`src/rtl/flag_unit.sv`:
```
// flag_unit: processor flag register sitting behind rom_alu.
//
// Holds the link bit L and the N, Z and V flags, and produces a
// registered active-low skip request for the sequencer.
//
// Ports:
//   clk5          sole clock, rising edge
//   reset         asynchronous, active-low reset
//   y             ALU result
//   a15, b15      sign bits of ALU operands A and B (overflow detect)
//   alu_l_toggle  ALU carry-out / new L value
//   alu_l_latch   active-low: load L from alu_l_toggle this edge
//   flagop        microcode flag operation (see flagop_e)
//   ibus_in       ibus value for flag restore (WRF)
//   ibus_out      flag word, zero when not driving
//   ibus_oe       active-low ibus drive enable (RDF)
//   cond_en       evaluate skip condition this edge
//   cond_mask     selects {N,Z,V,L} terms of the condition
//   cond_inv      inverts the condition result
//   l, fn, fz, fv registered link / negative / zero / overflow flags
//   skip          active-low registered skip request
module flag_unit #(
    parameter int WIDTH    = 16,
    parameter int FLAG_MSB = 15
) (
    input  logic             clk5,
    input  logic             reset,
    input  logic [WIDTH-1:0] y,
    input  logic             a15,
    input  logic             b15,
    input  logic             alu_l_toggle,
    input  logic             alu_l_latch,
    input  logic [2:0]       flagop,
    input  logic [WIDTH-1:0] ibus_in,
    output logic [WIDTH-1:0] ibus_out,
    output logic             ibus_oe,
    input  logic             cond_en,
    input  logic [3:0]       cond_mask,
    input  logic             cond_inv,
    output logic             l,
    output logic             fn,
    output logic             fz,
    output logic             fv,
    output logic             skip
);

    typedef enum logic [2:0] {
        OP_IDLE = 3'b000,
        OP_UPD  = 3'b001,
        OP_CLL  = 3'b010,
        OP_STL  = 3'b011,
        OP_CML  = 3'b100,
        OP_WRF  = 3'b101,
        OP_RDF  = 3'b110,
        OP_RSV  = 3'b111
    } flagop_e;

    flagop_e op;
    logic    l_nxt, fn_nxt, fz_nxt, fv_nxt, skip_nxt;
    logic    cond_hit;
    logic    rdf;
    logic [WIDTH-1:0] flag_word;

    assign op = flagop_e'(flagop);

    always_comb begin
        l_nxt  = l;
        fn_nxt = fn;
        fz_nxt = fz;
        fv_nxt = fv;

        // The ALU carry load is the fallback; explicit L ops below override it.
        if (!alu_l_latch) begin
            l_nxt = alu_l_toggle;
        end

        case (op)
            OP_UPD: begin
                fn_nxt = y[WIDTH-1];
                fz_nxt = (y == '0);
                fv_nxt = (a15 == b15) && (y[WIDTH-1] != a15);
            end
            OP_CLL: l_nxt = 1'b0;
            OP_STL: l_nxt = 1'b1;
            OP_CML: l_nxt = ~l;
            OP_WRF: begin
                fn_nxt = ibus_in[FLAG_MSB];
                l_nxt  = ibus_in[FLAG_MSB-1];
                fz_nxt = ibus_in[FLAG_MSB-2];
                fv_nxt = ibus_in[FLAG_MSB-3];
            end
            default: ;
        endcase
    end

    // Condition uses pre-edge flags; skip is active-low so a hit drives it 0.
    assign cond_hit = |(cond_mask & {fn, fz, fv, l});

    always_comb begin
        skip_nxt = skip;
        if (cond_en) begin
            skip_nxt = ~(cond_hit ^ cond_inv);
        end
    end

    always_ff @(posedge clk5 or negedge reset) begin
        if (!reset) begin
            l    <= 1'b0;
            fn   <= 1'b0;
            fz   <= 1'b0;
            fv   <= 1'b0;
            skip <= 1'b1;
        end else begin
            l    <= l_nxt;
            fn   <= fn_nxt;
            fz   <= fz_nxt;
            fv   <= fv_nxt;
            skip <= skip_nxt;
        end
    end

    always_comb begin
        flag_word               = '0;
        flag_word[FLAG_MSB]     = fn;
        flag_word[FLAG_MSB-1]   = l;
        flag_word[FLAG_MSB-2]   = fz;
        flag_word[FLAG_MSB-3]   = fv;
    end

    // Bus is released during reset even if RDF is presented.
    assign rdf      = (op == OP_RDF) && reset;
    assign ibus_oe  = ~rdf;
    assign ibus_out = rdf ? flag_word : '0;

endmodule

```
`config.mk`:
```
export PLATFORM = sky130hd
export DESIGN_NAME = flag_unit
export DESIGN_NICKNAME = d
export VERILOG_FILES = /design/src/rtl/flag_unit.sv
export SDC_FILE = /design/constraint.sdc
export NUM_CORES = 1
export LEC_CHECK = 0
export CAP_MARGIN = 20
export CORE_UTILIZATION = 24
export CTS_BUF_LIST = sky130_fd_sc_hd__clkbuf_4 sky130_fd_sc_hd__clkbuf_8
export CTS_CLUSTER_DIAMETER = 150
export DETAILED_ROUTE_END_ITERATION = 16
export PLACE_DENSITY = 0.9
export SYNTH_ARGS = -nofsm -noshare
export SYNTH_HDL_FRONTEND = slang
export SYNTH_SLANG_ARGS = --single-unit
```
`constraint.sdc`:
```
create_clock -name clk5 -period 1.4 [get_ports clk5]
set_input_delay 0.14 -clock clk5 [delete_from_list [all_inputs] [get_ports clk5]]
set_output_delay 0.14 -clock clk5 [all_outputs]
set_load 0.005 [all_outputs]
```
### After elaboration in Yosys (flattened, before gate mapping)

Index checks and enable logic that the tools add are counted.

* register bits: 5
* word-level logic and storage cells: 30
* input port bits: 47
* output and inout bits: 22

* multiplexer cells: 6
* bitwise operators: 5
* eq/ne operators: 9
* reduce and logical (&&, ||, !) cells: 5

Operators by type and width (count)
* zero test 16 bit: 1
* 2-to-1 mux 16 bit: 1
* == test 3 bit, second input constant: 3
* == test 3 x 2 -> 1 bit, second input constant: 2
* one-hot mux 1 bit (2 select lines): 3
* inequality test 5 x 1 -> 1 bit, second input constant: 1
* AND 4 bit: 1
* one-hot mux 1 bit (4 select lines): 1
* OR reduction 4 bit: 1
* == test 3 x 1 -> 1 bit, second input constant: 1
* inverter 1 bit: 3
* logical AND 1 bit: 2
* nonzero test 2 bit: 1
* == test 1 bit: 1
* 2-to-1 mux 1 bit: 1
* inequality test 1 bit: 1
* XOR 1 bit: 1

### Longest topological paths before layout

Gate-level depths: netlist of run 1.

* word-level depth: 4
* gate-level depth with buffers: 4
* gate-level depth less buffers: 3

### Worst setup path before layout of run 1

OpenSTA, ideal clock, no wires.

* path type: input to register
* start: in y[1]
* end: reg fz
* slack: 0.046 ns
* arrival time: 1.268 ns
* required time: 1.314 ns
* path buffers: 0
* library setup time: 0.086 ns
* cell stages on the path: 3
* path through: or4_1 or4_1 o221ai_2

* word-level cells in the longest chain between the ends: 2

RTL lines
* from (decl): RTL line 28 `input logic [WIDTH-1:0] y,`
* zero test 16 bit: RTL line 80 `fz_nxt = (y == '0);`
* one-hot mux 1 bit (2 select lines): RTL line 77 `case (op)`
* to (signal assigned): RTL line 116 `fz <= fz_nxt;`
* to (decl): RTL line 42 `output logic fz,`

No other way between the ends.
A chain may end at the register's enable or synchronous reset.

### Worst setup path in the final report of run 1

* start: in y[2]
* end: reg fz

Same word-level chain as after synthesis.

==> results of run 1 <==
==> metal layers <==
layer	wire length, microns	vias up
met5	0	-
met2	687	49
met4	19	0
li1	-	292
met3	143	2
met1	519	255
==> registers in the layout, indices dropped and copies added, names as in the netlist <==
register  cells
fn            1
fv            1
fz            1
l             1
skip          1
==> worst paths after layout <==
check                      endpoint  slack (ps)
min reg2reg                      fn         540
min in group clk5                fz         340
max in group asynchronous      skip        1000
max reg2reg                       l         240
min                              fn         200
max                              fz          40
==> synth_stat cells <==
master	instances	share of area, %
conb_1	1	0.76
a221oi_1	2	3.6
nor3_1	1	1.0
o31ai_1	1	1.5
and4b_1	1	2.0
clkbuf_1	1	0.76
mux2_2	1	2.3
and3_1	1	1.3
nand2b_1	1	1.3
and3b_1	1	1.8
a22oi_1	2	3.1
a211o_1	1	1.8
and2_1	4	5.1
a21oi_1	1	1.0
nor2_1	2	1.5
nand2_1	5	3.8
or4_1	2	3.1
buf_4	12	18
a21boi_0	1	1.5
nand3_1	1	1.0
o21ai_0	3	3.1
nor2b_1	3	3.8
inv_1	4	3.1
dfstp_2	1	5.4
mux2i_1	1	2.0
nor4_1	2	2.6
dfrtp_1	4	20
o221ai_2	1	3.1
==> per-stage QoR <==
step	setup slack (ps)	instance area [sq um]	cells	power, W	utilization (%)
6_report	42.9	978	137	0.000592	53.7
5_1_grt	16.7	978	137	0.000643	53.7
4_1_cts	13.5	978	137	0.000601	53.7
3_5_place_dp	-441	947	133	0.000423	52.0
3_3_place_gp	-398	947	133	0.000416	52.0
2_1_floorplan	46.5	532	72	0.000275	-
==> cells by family (layout without fill, tap and decap cells) <==
logic type / Yosys count / in the layout / share of synthesized area (%)
muxes: 2 / 2 / 4.34
and+or+nand+nor: 24 / 24 / 28.3
other: 1 / 12 / 0.765
DFF: 5 / 5 / 25.8
buffers and inverters: 17 / 57 / 22.2
AOI/OAI and AO/OA: 12 / 12 / 18.6
==> area by class of cell <==
| class | count | share of cell area, % |
|---|---|---|
| timing repair buffer | 49 | 47.3 |
| multi-input combinational | 50 | 32.0 |
| inverter | 4 | 1.53 |
| sequential | 5 | 12.9 |
| tap | 25 | 3.20 |
| clock buffer | 4 | 3.07 |
==> worst register-to-register path, cell delays in order, from the launching register on <==
cell	delay [ps]
dfrtp_1	410
mux2_2	290
a221oi_1	220
o21ai_0	120
==> cells in the final DEF (no fill, tap or decap), types with 3 or more instances in the layout <==
cell / synthesis / routed
dfrtp_1: 4 / 4
and2_1: 4 / 4
inv_1: 4 / 4
clkbuf_4: 0 / 4
clkdlybuf4s50_1: 0 / 31
nand2_1: 5 / 5
conb_1: 1 / 12
buf_4: 12 / 5
dlygate4sd2_1: 0 / 9
o21ai_0: 3 / 3
==> what timing repair did <==
item	in CTS	in global routing
endpoints found under the setup margin	7	1
pin swaps	4	1
resized for setup	23	0
==> where the power goes <==
group,total [W],switching (W),internal [W]
Sequential,0.000188,0.0000196,0.000169
Combinational,0.000223,0.0000719,0.000151
Clock,0.000181,0.0000542,0.000127
Total,0.000592,0.000146,0.000446
==> results.yml, run 1 <==
run_status:
  status: "completed"
timing:
  finClkSkew_ps: 0.509
  rsz0062_at_grt: "false"
  maxSlewViolCount: 0
  fin_crit_sh_pct: 96.9
  setup_viol: 0
  whs_ps: 204
  hold_violations: 0
  finalCriticalPeriod_ps: 1360
  setup_tns_ps: 0
  max_freq_ghz: 0.737
setup_path:
  start_kind: "primary input"
  path_depth: 4
  crit_path_end_kind: "register"
  path_buf_inv: 1
  cp_max_fo: 1
  reg2reg_from: "l"
  crit_arrival_ps: 1510
  crit_family: "simple AND/OR/NAND/NOR gates"
  startpoint: "y[2]"
  path_cells: "clkdlybuf4s15_1 -> or4_1 -> or4_4 -> o221ai_2"
  cp_slowest_cell: "or4_4"
  crit_type: "primary input to register"
  reg2reg_depth: 3
  cp.required_ps: 1550
  slowest_delay_ps: 530
global_route:
  top_usage_layer: "met2"
  grt_util_met2_pct: 28.1
  grt_pass1_wl_microns: 2090
  use_met1_pct: 11.8
  grt.total_usage_pct: 13.7
  grt-ovfl-total: 0
  grt_max_degree: 9
  grt_antenna_before_repair: 0
  met3_usage_pct: 2.31
  grt_pass1_vias: 566
floorplanning:
  fp.dieH_microns: 47.2
  io-pin-count: 69
  die-area_sq_um: 2230
  core_area_sq_um: 1820
  rows: 15
  die_x_microns: 47.2
  start_util_pct: 26.9
worst_hold_path:
  hp-class: "primary input to async pin"
clock_tree:
  clk_pin_slew_ps: 40
  cts_sinks: 5
  hold_buffers: 0
  cts_root_buffer: "clkbuf_4"
  numCtsBuffers: 3
  clk_path_buf_depth: 2
  clk_latency_ps: 230
  cts_tree: "built"
  cts-htree-levels: 1
  post_cts_buffers: 0
pwr:
  power_density_nw_per_um2: 605
  p_leak_nw: 0.449
  ir_drop_uv: 263
detailed_routing:
  ant_nets: 0
  vias: 598
  drt_drc_violations_left: 0
  drt_wl_total_microns: 1370
  wire_per_inst_microns: 10.0
  drt_iter0_drc: 8
  avgViaCountPerCell: 4.36
  first_pass_iters: 5
synth:
  synthCells: 61
  ys_types: 28
  syn_area_sq_um: 490
  syn_avg_cell_area_sq_um: 8.04
  ys_ff_latch: 5
  ys_seq_area_share_pct: 25.8
  synth_warnings: 0
flow_run:
  cap_violations: 0
final_layout:
  fill_cells: 179
  seqCellArea_sq_um: 126
  multi_input_area_sq_um: 313
  drive_gt1_share_pct: 15.2
  area_delta_synth_final_pct: 99.5
  finalNetCount: 160
  antenna_cells: 0
placement:
  io_buffers: 44
  finalWeightedCongestion: 0.615
  dp_hpwl_microns: 1200
Power figures use the tool's default switching activity.
==> inputs of run 2 (changes only) <==
==> constraint.sdc (replaced) <==
create_clock -name clk5 -period 1.4 [get_ports clk5]
set_input_delay 0.14 -clock clk5 [delete_from_list [all_inputs] [get_ports clk5]]
set_output_delay 0.14 -clock clk5 [all_outputs]
set_load 0.02 [all_outputs]
==> run 2 against run 1 <==
Effect of this change: via count is 2.3% higher; clock power is 4% higher; routed wire length is 1.2% higher; cell area is 1.5% lower; critical path type unchanged; largest cell class unchanged; largest power group unchanged.
==> results.yml, run 2 (same netlist as run 1, synthesis figures left out) <==
detailed_routing:
  drt_wl_total_microns: 1390
  drt_iter0_drc: 2
  vias: 612
  drt_drc_violations_left: 0
  avgViaCountPerCell: 4.47
  ant_nets: 0
  first_pass_iters: 2
  wire_per_inst_microns: 10.1
setup_path:
  crit_arrival_ps: 1490
  reg2reg_from: "l"
  startpoint: "y[3]"
  crit_path_end_kind: "register"
  cp_max_fo: 1
  crit_type: "primary input to register"
  rr_endpoint: "l"
  reg2reg_slack_ps: 250
  cp.required_ps: 1560
  reg2reg_depth: 3
  start_kind: "primary input"
  critPathCapture: "fz"
global_route:
  grt_pass1_wl_microns: 2190
  grt_antenna_before_repair: 0
  grt.total_usage_pct: 14.7
  grt_max_degree: 9
  grt-ovfl-total: 0
  grt_pass1_vias: 589
placement:
  dp_hpwl_microns: 1210
  io_buffers: 44
  place_ws_ps: -548
  dp_cells: 133
  finalWeightedCongestion: 0.616
floorplanning:
  fp.dieH_microns: 47.2
  rows: 15
  die_x_microns: 47.2
  start_util_pct: 26.9
  io-pin-count: 69
  die-area_sq_um: 2230
  core_area_sq_um: 1820
pwr:
  ir_drop_uv: 268
  p_leak_nw: 0.461
  p_total_w: 0.000638
  power_density_nw_per_um2: 662
final_layout:
  final_cell_mix: "28 x clkdlybuf4s50_1, 12 x conb_1, 8 x dlygate4sd2_1, 6 x buf_4, 5 x nand2_1"
  final_common_cell: "clkdlybuf4s50_1"
  antenna_cells: 0
  fill_cells: 187
  fin_cells: 137
  finalNetCount: 160
  drive_gt1_share_pct: 17.9
  area_delta_synth_final_pct: 96.4
clock_tree:
  clk_pin_slew_ps: 40
  cts_root_buffer: "clkbuf_4"
  hold_buffers: 0
  cts-htree-levels: 1
  numCtsBuffers: 3
  cts_sinks: 5
  clk_latency_ps: 240
  clk_path_buf_depth: 2
  post_cts_buffers: 0
  cts_tree: "built"
timing:
  hold_violations: 0
  maxSlewViolCount: 0
  postLayoutSetupSlackWorst_ps: 67.4
  max_freq_ghz: 0.750
  finClkSkew_ps: 2.14
  fin_crit_sh_pct: 95.2
  rsz0062_at_grt: "false"
  finalCriticalPeriod_ps: 1330
  setup_viol: 0
worst_hold_path:
  hp-class: "primary input to async pin"
run_status:
  status: "completed"
flow_run:
  cap_violations: 0
==> run 2: changes by cell type in the layout (fill, tap and decap cells not counted), sizes merged <==
cell           previous run  this run
clkbuf                    4         5
buf                       6         9
clkdlybuf4s50            31        28
clkdlybuf4s15             3         2
dlymetal6s2s              0         1
dlygate4sd2               9         8
==> run 2: timing repair <==
item                                    in CTS  in global routing
endpoints found under the setup margin      11                  6
gates resized for setup                     35                  2
pin swaps                                    3                  2
==> run 2: final cells by class <==
cell class	instances	area, sq um	area share [%]
flip-flops and latches	5	126	13.1
repair buffers	49	448	46.5
clock buffers	4	30.0	3.12
inverters	4	15.0	1.56
multi-input cells	50	313	32.5
well taps	25	31.3	3.25
==> run 2: how the worst min path moves through the flow <==
stage,slack (ps),from,cells past startpoint,to
6_report,190,reset,2,fz
5_1_grt,210,reset,2,fv
4_1_cts,190,reset,2,fz
3_5_place_dp,440,reset,2,fz
3_3_place_gp,440,reset,2,l
2_1_floorplan,-160,reset,0,fn
==> run 2: worst max-delay path: stages <==
cell           delay, ps
dlygate4sd2_1        220
or4_1                470
or4_4                490
o221ai_2             170
==> run 2: where the power goes <==
group	leakage [nW]	total, W	switching [W]	internal (W)
clock	0.0184	0.000189	0.0000615	0.000127
sequential	0.0600	0.000187	0.0000185	0.000169
combinational	0.382	0.000262	0.000120	0.000142
total	0.461	0.000638	0.000200	0.000438
==> run 2: routing by layer <==
layer	track usage [%]	wire length, microns	up-vias
met5	0	0	-
li1	-	-	297
met2	29.2	708	45
met4	13.7	36	0
met3	0.769	140	4
met1	12.8	501	266
==> run 2: stage by stage <==
stage	utilization (%)	hold WS, ps	cell area [sq um]	TNS [ps]
finish	52.9	192	963	0
global route	52.9	209	963	0
CTS	53.1	189	966	0
detailed placement	52.0	445	947	-2950
global placement	52.0	437	947	-2600
floorplan	-	-156	532	0
==> inputs of run 3 (changes only) <==
ABC_CLOCK_PERIOD_IN_PS = 1400   (was unset)
==> results of run 3 <==
The final DEF is identical to that of run 2; final timing and power are the same.
